`src/rtl/sd_crc_pkg.sv`:
```
// sd_crc_pkg: shared mode encoding, polynomials, widths and FSM states for the SD CRC engine
package sd_crc_pkg;

    localparam logic        CRC_MODE_7  = 1'b0;
    localparam logic        CRC_MODE_16 = 1'b1;
    localparam int          CRC7_W      = 7;
    localparam int          CRC16_W     = 16;
    localparam logic [6:0]  CRC7_POLY   = 7'h09;
    localparam logic [15:0] CRC16_POLY  = 16'h1021;

    typedef enum logic [1:0] {ST_IDLE, ST_ACCUM, ST_SHIFT, ST_DONE} state_t;

    // Index of the final serialised bit, loaded into the shift-out counter
    function automatic logic [3:0] last_index(input logic mode);
        return (mode == CRC_MODE_16) ? 4'(CRC16_W - 1) : 4'(CRC7_W - 1);
    endfunction

endpackage

```
`src/rtl/sd_crc_lane.sv`:
```
// sd_crc_lane: one CRC lane with LFSR accumulator and MSB-first shift-out register
module sd_crc_lane
    import sd_crc_pkg::*;
(
    input  logic        i_clk,
    input  logic        i_reset,
    input  logic        i_clear,
    input  logic        i_mode,
    input  logic        i_bit_valid,
    input  logic        i_bit,
    input  logic        i_load,
    input  logic        i_shift,
    output logic [15:0] o_crc,
    output logic        o_msb
`ifdef SD_CRC_CHECK_EN
    ,
    output logic        o_nz
`endif
);

    logic [15:0] r_crc;
    logic [15:0] r_sh;
    logic [15:0] w_upd;
    logic [15:0] w_acc;
    logic        w_fb7;
    logic        w_fb16;

    // Next remainder for one payload bit; w_acc includes a bit arriving on the flush cycle
    always_comb begin
        w_fb7  = i_bit ^ r_crc[6];
        w_fb16 = i_bit ^ r_crc[15];
        w_upd  = (i_mode == CRC_MODE_16)
               ? ({r_crc[14:0], 1'b0} ^ (w_fb16 ? CRC16_POLY : 16'h0000))
               : {9'h000, {r_crc[5:0], 1'b0} ^ (w_fb7 ? CRC7_POLY : 7'h00)};
        w_acc  = i_bit_valid ? w_upd : r_crc;
    end

    // Accumulator and shift register; CRC7 is left-aligned on load so the MSB is always bit 15
    always_ff @(posedge i_clk) begin
        if (i_reset || i_clear) begin
            r_crc <= '0;
            r_sh  <= '0;
        end else begin
            if (i_bit_valid)
                r_crc <= w_upd;
            if (i_load)
                r_sh <= (i_mode == CRC_MODE_16) ? w_acc : {w_acc[6:0], 9'h000};
            else if (i_shift)
                r_sh <= {r_sh[14:0], 1'b0};
        end
    end

    assign o_crc = r_crc;
    assign o_msb = r_sh[15];
`ifdef SD_CRC_CHECK_EN
    assign o_nz  = |w_acc;
`endif

endmodule

```
`src/rtl/sd_crc_engine.sv`:
```
// sd_crc_engine: multi-lane streaming CRC7/CRC16 generator-checker; SD_CRC_CHECK_EN enables crc_err
module sd_crc_engine
    import sd_crc_pkg::*;
#(
    parameter int LANES = 4
) (
    input  logic                 i_clk,
    input  logic                 i_reset,
    input  logic                 i_start,
    input  logic                 i_mode,
    input  logic                 i_bit_valid,
    input  logic [LANES-1:0]     i_bit_in,
    input  logic                 i_flush,
    input  logic                 i_out_ready,
    output logic                 o_busy,
    output logic [16*LANES-1:0]  o_crc,
    output logic                 o_crc_valid,
    output logic [LANES-1:0]     o_crc_bit,
    output logic                 o_crc_last,
    output logic                 o_crc_ready,
    output logic [LANES-1:0]     o_crc_err
);

    state_t     r_state;
    logic       r_mode;
    logic [3:0] r_cnt;
    logic       r_busy;
    logic       r_valid;
    logic       r_last;
    logic       r_ready;
    logic       w_bv;
    logic       w_load;
    logic       w_shift;

    assign w_bv    = i_bit_valid & (r_state == ST_ACCUM) & ~i_start;
    assign w_load  = i_flush & (r_state == ST_ACCUM) & ~i_start;
    assign w_shift = i_out_ready & (r_state == ST_SHIFT) & ~i_start;

`ifdef SD_CRC_CHECK_EN
    logic [LANES-1:0] w_nz;
`endif

    for (genvar l = 0; l < LANES; l++) begin : g_lane
        sd_crc_lane u_lane (
            .i_clk       (i_clk),
            .i_reset     (i_reset),
            .i_clear     (i_start),
            .i_mode      (r_mode),
            .i_bit_valid (w_bv),
            .i_bit       (i_bit_in[l]),
            .i_load      (w_load),
            .i_shift     (w_shift),
            .o_crc       (o_crc[16*l +: 16]),
            .o_msb       (o_crc_bit[l])
`ifdef SD_CRC_CHECK_EN
            ,
            .o_nz        (w_nz[l])
`endif
        );
    end

    // Control FSM with registered status outputs; start overrides everything but reset
    always_ff @(posedge i_clk) begin
        if (i_reset) begin
            r_state <= ST_IDLE;
            r_mode  <= CRC_MODE_7;
            r_cnt   <= '0;
            r_busy  <= 1'b0;
            r_valid <= 1'b0;
            r_last  <= 1'b0;
            r_ready <= 1'b0;
        end else if (i_start) begin
            r_state <= ST_ACCUM;
            r_mode  <= i_mode;
            r_cnt   <= '0;
            r_busy  <= 1'b1;
            r_valid <= 1'b0;
            r_last  <= 1'b0;
            r_ready <= 1'b0;
        end else begin
            case (r_state)
                ST_ACCUM: begin
                    if (i_flush) begin
                        r_state <= ST_SHIFT;
                        r_cnt   <= last_index(r_mode);
                        r_valid <= 1'b1;
                    end
                end
                ST_SHIFT: begin
                    if (i_out_ready) begin
                        if (r_cnt == 4'd0) begin
                            r_state <= ST_DONE;
                            r_busy  <= 1'b0;
                            r_valid <= 1'b0;
                            r_last  <= 1'b0;
                            r_ready <= 1'b1;
                        end else begin
                            r_cnt  <= r_cnt - 4'd1;
                            r_last <= (r_cnt == 4'd1);
                        end
                    end
                end
                default: ;
            endcase
        end
    end

    assign o_busy      = r_busy;
    assign o_crc_valid = r_valid;
    assign o_crc_last  = r_last;
    assign o_crc_ready = r_ready;

`ifdef SD_CRC_CHECK_EN
    logic [LANES-1:0] r_err;

    // Flag lanes whose final remainder (including any bit on the flush cycle) is nonzero
    always_ff @(posedge i_clk) begin
        if (i_reset || i_start)
            r_err <= '0;
        else if (w_load)
            r_err <= w_nz;
    end

    assign o_crc_err = r_err;
`else
    assign o_crc_err = '0;
`endif

endmodule
```
`config.mk`:
```
export PLATFORM = sky130hd
export DESIGN_NAME = sd_crc_engine
export DESIGN_NICKNAME = d
export VERILOG_FILES = /design/src/rtl/sd_crc_pkg.sv /design/src/rtl/sd_crc_lane.sv /design/src/rtl/sd_crc_engine.sv
export SDC_FILE = /design/constraint.sdc
export NUM_CORES = 1
export LEC_CHECK = 0
export CORE_MARGIN = 2
export CORE_UTILIZATION = 30
export CTS_CLUSTER_SIZE = 10
export DETAILED_ROUTE_END_ITERATION = 8
export PLACE_DENSITY_LB_ADDON = 0.12
export SYNTH_ARGS = -nofsm -noshare
export SYNTH_HDL_FRONTEND = slang
export SYNTH_SLANG_ARGS = --single-unit
```
`constraint.sdc`:
```
create_clock -name i_clk -period 1.8 [get_ports i_clk]
set_input_delay 0.36 -clock i_clk [delete_from_list [all_inputs] [get_ports i_clk]]
set_output_delay 0.36 -clock i_clk [all_outputs]
set_load 0.05 [all_outputs]
```
Word level (Yosys, flattened, before mapping). Index checks and enable logic that the tools add are counted.

Add/sub/neg operators: 1. Equal/unequal tests: 10. Multiplexer cells: 45. Bitwise logic cells: 23. Reduce and logical (&&, ||, !) cells: 15.

Operators with widths (count): 2-to-1 mux 16 bit (20); bitwise XOR 16 bit (4); 2-to-1 mux 13 bit (4); 2-to-1 mux 4 bit (8); bitwise XOR 7 bit (4); AND reduction 4 bit (3); nonzero test 2 bit (5); one-hot mux 4 bit (2 select lines) (1); bitwise XOR 1 bit (8); 2-to-1 mux 1 bit (7); bitwise AND 1 bit (6); 2-to-1 mux 2 bit (3); != test 2 bit (second input constant) (3); != test 3 bit (second input constant) (2); AND reduction 3 bit (2); == test 4 x 1 -> 1 bit (second input constant) (1); logical NOT 4 bit (1); one-hot mux 2 bit (2 select lines) (1); subtractor 4 x 1 -> 4 bit (second input constant) (1); != test 3 x 2 -> 1 bit (second input constant) (1); nonzero test 3 bit (1); == test 2 x 1 -> 1 bit (second input constant) (1); == test 2 bit (second input constant) (1); != test 2 x 1 -> 1 bit (second input constant) (1); other kinds (5) (5).

Register bits after elaboration: 139. Bits of input ports: 11. Logic and storage cells: 110.

Longest topological paths before layout. Gate-level depths: netlist of the first run.

Depth in word-level cells: 7. Gate-level depth with buffers: 8. Gate-level depth less buffers: 6.

Modules after synthesis. Synthesis of the first run repeated with hierarchy kept, for this count alone.

Cell total of the unflattened synthesis: 781. Area, all modules: 6925.4 sq um.

Modules (own cells, without submodules): sd_crc_lane (times used 4, cells an instance 179, area each 1579.0 sq um, sequential area each 640.6 sq um); sd_crc_engine (times used 1, cells an instance 65, area each 609.3 sq um, sequential area each 220.2 sq um).

Worst setup path after synthesis of the first run. No wires, ideal clock.

Path kind: reg-to-reg. Start: register g_lane[3].u_lane.r_crc[15]. End: register g_lane[3].u_lane.r_sh[5]. Setup time: 0.074 ns. Arrival time: 1.626 ns. Path slack: 0.099 ns. Cell stages (with the launch flop): 6. Path buffers: 0. Path through: dfxtp_1 xnor2_1 o21ai_0 nor3b_1 or3_1 a31oi_1.

Cells in the longest elaborated chain, start to end: 7.

Ends and longest elaborated chain: start, declared (RTL line sd_crc_lane.sv:21) `logic [15:0] r_crc;`; start signal, assigned (RTL line sd_crc_lane.sv:45) `r_crc <= w_upd;`; bitwise XOR 1 bit (RTL line sd_crc_lane.sv:31) `w_fb16 = i_bit ^ r_crc[15];`; 2-to-1 mux 13 bit (RTL line sd_crc_lane.sv:33) `? ({r_crc[14:0], 1'b0} ^ (w_fb16 ? CRC16_POLY : 16'h0000))`; bitwise XOR 16 bit (RTL line sd_crc_lane.sv:33); 2-to-1 mux 16 bit (RTL line sd_crc_lane.sv:33); 2-to-1 mux 16 bit (RTL line sd_crc_lane.sv:35) `w_acc = i_bit_valid ? w_upd : r_crc;`; 2-to-1 mux 16 bit (RTL line sd_crc_lane.sv:47) `r_sh <= (i_mode == CRC_MODE_16) ? w_acc : {w_acc[6:0], 9'h000};`; 2-to-1 mux 16 bit (RTL line sd_crc_lane.sv:46) `if (i_load)`; end signal, assigned (RTL line sd_crc_lane.sv:47); end signal, assigned (RTL line sd_crc_lane.sv:49) `r_sh <= {r_sh[14:0], 1'b0};`; end, declared (RTL line sd_crc_lane.sv:22) `logic [15:0] r_sh;`.

Every way passes these cells. A chain may end at the register's enable or synchronous reset.

Worst setup path in the final report of the first run.
Start: register r_state[0]. End: register g_lane[1].u_lane.r_sh[6].

Cells in the longest elaborated chain, start to end: 6.

Ends and longest elaborated chain: start, declared (RTL line sd_crc_engine.sv:24) `state_t r_state;`; start signal, assigned (RTL line sd_crc_engine.sv:65) `r_state <= ST_IDLE;`; start signal, assigned (RTL line sd_crc_engine.sv:73) `r_state <= ST_ACCUM;`; start signal, assigned (RTL line sd_crc_engine.sv:84) `r_state <= ST_SHIFT;`; == test 2 x 1 -> 1 bit (RTL line sd_crc_engine.sv:35, sd_crc_engine.sv:36); bitwise AND 1 bit (2 in series) (RTL line sd_crc_engine.sv:35) `assign w_bv = i_bit_valid & (r_state == ST_ACCUM) & ~i_start;`; 2-to-1 mux 16 bit; 2-to-1 mux 16 bit (RTL line sd_crc_lane.sv:47); 2-to-1 mux 16 bit (RTL line sd_crc_lane.sv:46); end signal, assigned (RTL line sd_crc_lane.sv:47); end signal, assigned (RTL line sd_crc_lane.sv:49); end, declared (RTL line sd_crc_lane.sv:22).

Parallel ways exist; a longest one is shown, timed or not.

==> out/qor.yml, run 1 <==
drive_above_1_share: 0.323
diodes: 0
final_common_cell: "buf_4"
ys_seq_elements: 139
synth_async_sr_flop_share: 0
netlist.top_cell.by_area: "dfxtp_1"
clk_latency_ns: 0.43
cp-end-kind: "register"
slew_violations: 0
die_y_microns: 147
path_clk_slew_ns: 0.06
wl_per_cell_microns: 19.1
r2r_setup_slack_ns: 0.06
dr.pass1.iters: 5
grt_antenna_before_repair: 0
die_area_sq_mm: 0.0215
period_needed_ns: 1.74
cts_buffers: 17
grt_pass1_wl_microns: 33900
die_w_microns: 147
clock_skew_ns: 0.00950
initial_core_util: 0.304
hold_depth: 2
finalCritPeriodShare: 0.968
ys.warnings.count: 0
r2r_start: "r_state[0]$_SDFFE_PP0P_"
rsz0062_at_grt: "yes"
place.gp.congestion: 0.833
r2r-end: "g_lane[1].u_lane.r_sh[6]$_SDFFE_PP0P_"
hp-class: "reg -> reg"
cts_tree: "yes"
ant_nets: 0
critPathLaunchType: "register"
cap_viol_max_count: 0
power_mw: 8.22
syn2layout_area_growth_pct: 44.1
holdPathEnd: "o_crc_last$_SDFFE_PP0P_"
rows: 52
port_buffers: 82
ir_drop_mv: 0.698
drt-initial-drc-count: 391
arrival_ns: 2.06
synth_area_leaders: "dfxtp_1, nor2_1, o21ai_0, nand2_1, o211ai_1"
num_vias: 5942
mostFrequentLayoutCells: "buf_4, dfxtp_1, nor2_1"
outcome: "completed"
p_leak_nw: 3.70
final_cell_area_sq_mm: 0.00880
via_per_inst: 5.20
clock_sinks: 139
finalHoldViolCount: 0
grt_pass1_vias: 5804
utilization: 0.438
nets: 872
synth-seq-area-share: 0.455
cp.required_ns: 2.12
grt_max_degree: 39
finalWirelength_microns: 21900
synth_edf_count: 0
powerDensity_mw_per_mm2: 933
max_freq_ghz: 0.574
cts_root_buf: "clkbuf_16"
yosys.cell_types.count: 53
timing.hold.ws_ns: 0.463
netlist_instances: 701
coreArea_sq_mm: 0.0201
overflow: 0
worstHoldStart: "o_crc_last$_SDFFE_PP0P_"
drc: 0
syn_area_sq_mm: 0.00611
synthFlopType: "dfxtp_1"
setup_viol: 0
ios: 87
synth.top_cell.area_share: 0.455
h-tree-depth: 4
cts_buffer_depth: 2
nFillCells: 1946
finalSetupTns_ns: 0
hpwl_microns: 15400
r2r_cells: 8
grt_usage: 0.204
placed_area_sq_mm: 0.00786
synth_area_per_cell_sq_um: 8.72
critPathMaxFanout: 8
criticalPathCategory: "reg -> reg"
[routing by layer]
metal	wire length, microns	global-route usage	vias to the layer above
li1	-	-	2845
met1	10800	0.293	2893
met2	9640	0.307	180
met3	1090	0.0422	24
met4	330	0.0655	0
met5	0	0	-
[cell usage after synthesis (all sizes together), types with 5 or more instances]
master  instances
nor2           96
o21ai          66
mux2i          12
o211ai         25
o221a          10
o21a            8
nand3           5
clkbuf         36
nand2          64
buf            31
a22oi          23
dfxtp         139
a21oi          11
a31oi           6
a211oi          9
xor2            5
a22o           13
nor3           24
a221oi         21
and2           25
xnor2          12
o211a          13
or3             6
[worst max-delay path, stage by stage (launching register included)]
cell	delay, ns
dfxtp_4	0.37
buf_4	0.12
nand4bb_4	0.15
buf_12	0.18
mux2i_2	0.26
nor2_1	0.07
a211oi_1	0.25
buf_4	0.18
nor2_1	0.04
[area by class of cell]
class	instances	area, sq um	area share
Clock buffer	17	425	0.0483
Clock inverter	15	292	0.0331
Inverter	4	15.0	0.00171
Multi-Input combinational cell	494	3200	0.364
Sequential cell	139	2790	0.317
Tap cell	270	338	0.0384
Timing Repair Buffer	203	1740	0.198
[logic make-up (layout without fill, tap and decap cells)]
logic type,after synthesis,count (layout),share of synthesized area
muxes,14,14,0.0233
and+or+nand+nor,238,238,0.177
buffers and inverters,71,239,0.0551
AOI/OAI and AO/OA,219,219,0.260
adders and majority gates,2,2,0.00410
other,1,4,0.000614
DFF,139,139,0.455
xor gates and xnor gates,17,17,0.0244
[worst max path at each step]
stage | startpoint | endpoint | depth (start not counted)
6_report | r_state[0]$_SDFFE_PP0P_ | g_lane[1].u_lane.r_sh[6]$_SDFFE_PP0P_ | 8
5_1_grt | r_state[1]$_SDFFE_PP0P_ | g_lane[1].u_lane.r_sh[11]$_SDFFE_PP0P_ | 6
4_1_cts | r_state[0]$_SDFFE_PP0P_ | g_lane[3].u_lane.r_sh[12]$_SDFFE_PP0P_ | 7
3_5_place_dp | i_bit_valid | g_lane[1].u_lane.r_sh[10]$_SDFFE_PP0P_ | 7
3_3_place_gp | i_bit_valid | g_lane[1].u_lane.r_sh[10]$_SDFFE_PP0P_ | 7
2_1_floorplan | g_lane[3].u_lane.o_crc[15]$_SDFF_PP0_ | g_lane[3].u_lane.r_sh[5]$_SDFFE_PP0P_ | 5
[where the power goes]
part / internal, mW / switching (mW)
registers: 3.13 / 0.0371
clock network: 2.89 / 1.46
logic: 0.286 / 0.417
[per-stage QoR]
stage	worst slack (ns)	std cells
floorplan	0.0994	704
global placement	-0.596	1105
detailed placement	-0.613	1105
CTS	0.00847	1137
global route	-0.0371	1142
finish	0.0573	1142
[sequential cells by signal, summed over array words and instances, names as in the netlist]
signal	cells
r_mode	1
o_crc_ready	1
r_state	2
r_cnt	4
g_lane.u_lane.r_sh	64
o_crc_last	1
o_busy	1
g_lane.u_lane.o_crc	64
o_crc_valid	1
[repair_timing]
action	in CTS	in global routing
endpoints found under the setup margin	35	25
setup buffers	0	5
pin swaps	0	2
resized for setup	8	36
gates cloned	0	0
hold buffers	0	0
Power figures use the tool's default switching activity.
==> run 2, diff against run 1 <==
- SLEW_MARGIN: not set -> 20
==> results of run 2 <==
Same layout as run 1: the final DEF is identical, and so are final timing and power.
==> run 3, diff against run 2 <==
- CORE_UTILIZATION: 30 -> 54
- HOLD_SLACK_MARGIN: not set -> 0.08
==> run 3 against run 2 <==
  * Sequential share of layout area is 2.1 points higher
  * Clock-buffer cell count increased by 13
  * Wire length shrank 9.8%
==> out/qor.yml, run 3 (synthesis gave the netlist of run 1 again) <==
outcome: "completed"
grt_antenna_before_repair: 0
hp-class: "reg -> reg"
cp-end-kind: "register"
diodes: 0
cp.required_ns: 2.10
die_y_microns: 110
nets: 860
final_common_cell: "buf_4"
ios: 87
coreArea_sq_mm: 0.0109
p_leak_nw: 3.49
finalHoldViolCount: 0
ant_nets: 0
cpLargestDelayFamily: "compound AO/OA/AOI/OAI gates"
clk_latency_ns: 0.42
die_area_sq_mm: 0.0122
place.gp.congestion: 0.919
syn2layout_area_growth_pct: 35.2
path_clk_slew_ns: 0.05
grt_pass1_wl_microns: 30200
critPathLaunchType: "register"
worst-path-stages: 6
crit_chain: "and3b_1 -> and2_1 -> buf_12 -> a22o_1 -> a221oi_1 -> nor2_1"
p_clk_frac: 0.461
ir_drop_mv: 0.768
power_mw: 7.11
cts_buffers: 17
power_frac_comb: 0.093
arrival_ns: 2.06
sw_frac_of_total: 0.235
wl_per_cell_microns: 19.7
via_per_inst: 6.18
critical-path-slowest-cell: "dfxtp_2"
mostFrequentLayoutCells: "buf_4, dfxtp_1, nor2_1"
seqPwrFrac: 0.447
clock_sinks: 139
grt_max_degree: 32
period_needed_ns: 1.76
hold_buffers: 0
setup_viol: 0
cts_tree: "yes"
cts_root_buf: "clkbuf_16"
grt_pass1_vias: 5996
num_vias: 6175
drc: 0
fin_ws_ns: 0.0398
max_freq_ghz: 0.568
grt_usage: 0.330
overflow: 0
finalWirelength_microns: 19700
drive_above_1_share: 0.282
criticalPathCategory: "reg -> reg"
slowest_delay_ns: 0.42
dp_slack_ns: -0.571
finalSetupTns_ns: 0
die_w_microns: 110
dr.pass1.iters: 7
cts_buffer_depth: 2
cap_viol_max_count: 0
critPathMaxFanout: 21
powerDensity_mw_per_mm2: 861
worst-path-buf-inv: 1
power.switching_mw: 1.67
clock_skew_ns: 0.00599
h-tree-depth: 4
hpwl_microns: 13200
slew_violations: 0
power.internal_mw: 5.44
finalCritPeriodShare: 0.978
port_buffers: 82
r2r_cells: 6
drt-initial-drc-count: 664
rows: 38
hold_depth: 2
initial_core_util: 0.559
## run 3: changes by cell type in the layout (fill, tap and decap cells not counted), sizes merged
cell / before / now
clkbuf: 17 / 30
buf: 193 / 181
bufinv: 8 / 1
inv: 7 / 4
clkinv: 2 / 0
clkinvlp: 2 / 0
## run 3: path summary, 6_finish.rpt
kind	start	end	slack [ns]
worst max-delay path	r_state[1]$_SDFFE_PP0P_	g_lane[3].u_lane.r_sh[11]$_SDFFE_PP0P_	0.04
worst min-delay path	o_crc_last$_SDFFE_PP0P_	o_crc_last$_SDFFE_PP0P_	0.46
worst max register to register	r_state[1]$_SDFFE_PP0P_	g_lane[3].u_lane.r_sh[11]$_SDFFE_PP0P_	0.04
worst min register to register	o_crc_last$_SDFFE_PP0P_	o_crc_last$_SDFFE_PP0P_	0.46
## run 3: per-stage QoR
| step | cell area (sq um) | util | std cells | hold WS (ns) |
|---|---|---|---|---|
| after floorplan | 6120 | - | 704 | 0.429 |
| after global placement | 7610 | 0.696 | 968 | 0.442 |
| after detailed placement | 7610 | 0.696 | 968 | 0.454 |
| after CTS | 8180 | 0.748 | 1000 | 0.462 |
| after global routing | 8260 | 0.756 | 999 | 0.472 |
| final | 8260 | 0.756 | 999 | 0.462 |
## run 3: repair_timing
action | 4_1_cts | 5_1_grt
gates resized for setup | 7 | 18
buffers inserted | 1 | 0
setup endpoints to repair | 22 | 29
## run 3: routing by layer
metal	wire length, microns	track usage	up-vias	share of wire
met1	8020	0.422	2950	0.41
met5	0	0	-	0
li1	-	-	2822	-
met2	9240	0.524	342	0.47
met3	1880	0.0852	61	0.095
met4	569	0.146	0	0.029
## run 3: worst min-delay path: stages, from the launching register on
cell	delay [ns]
dfxtp_1	0.31
nand2_1	0.05
a21oi_1	0.05
## run 3: area by class of cell
cell class	count	area, sq um
Multi-Input combinational cell	494	3120
Sequential cell	139	2790
Fill cell	800	2670
Timing Repair Buffer	191	1620
Clock buffer	30	514
Tap cell	140	175
Clock inverter	1	30.0
Inverter	4	15.0
## run 3: power groups by stage
stage                     Sequential (mW)  Clock (mW)  Combinational [mW]
after floorplan                      3.25           0               0.350
after global placement               3.24           0               0.617
final                                3.18        3.28               0.660
after detailed placement             3.24           0               0.631
after global routing                 3.18        3.41               0.703
after CTS                            3.18        3.29               0.636
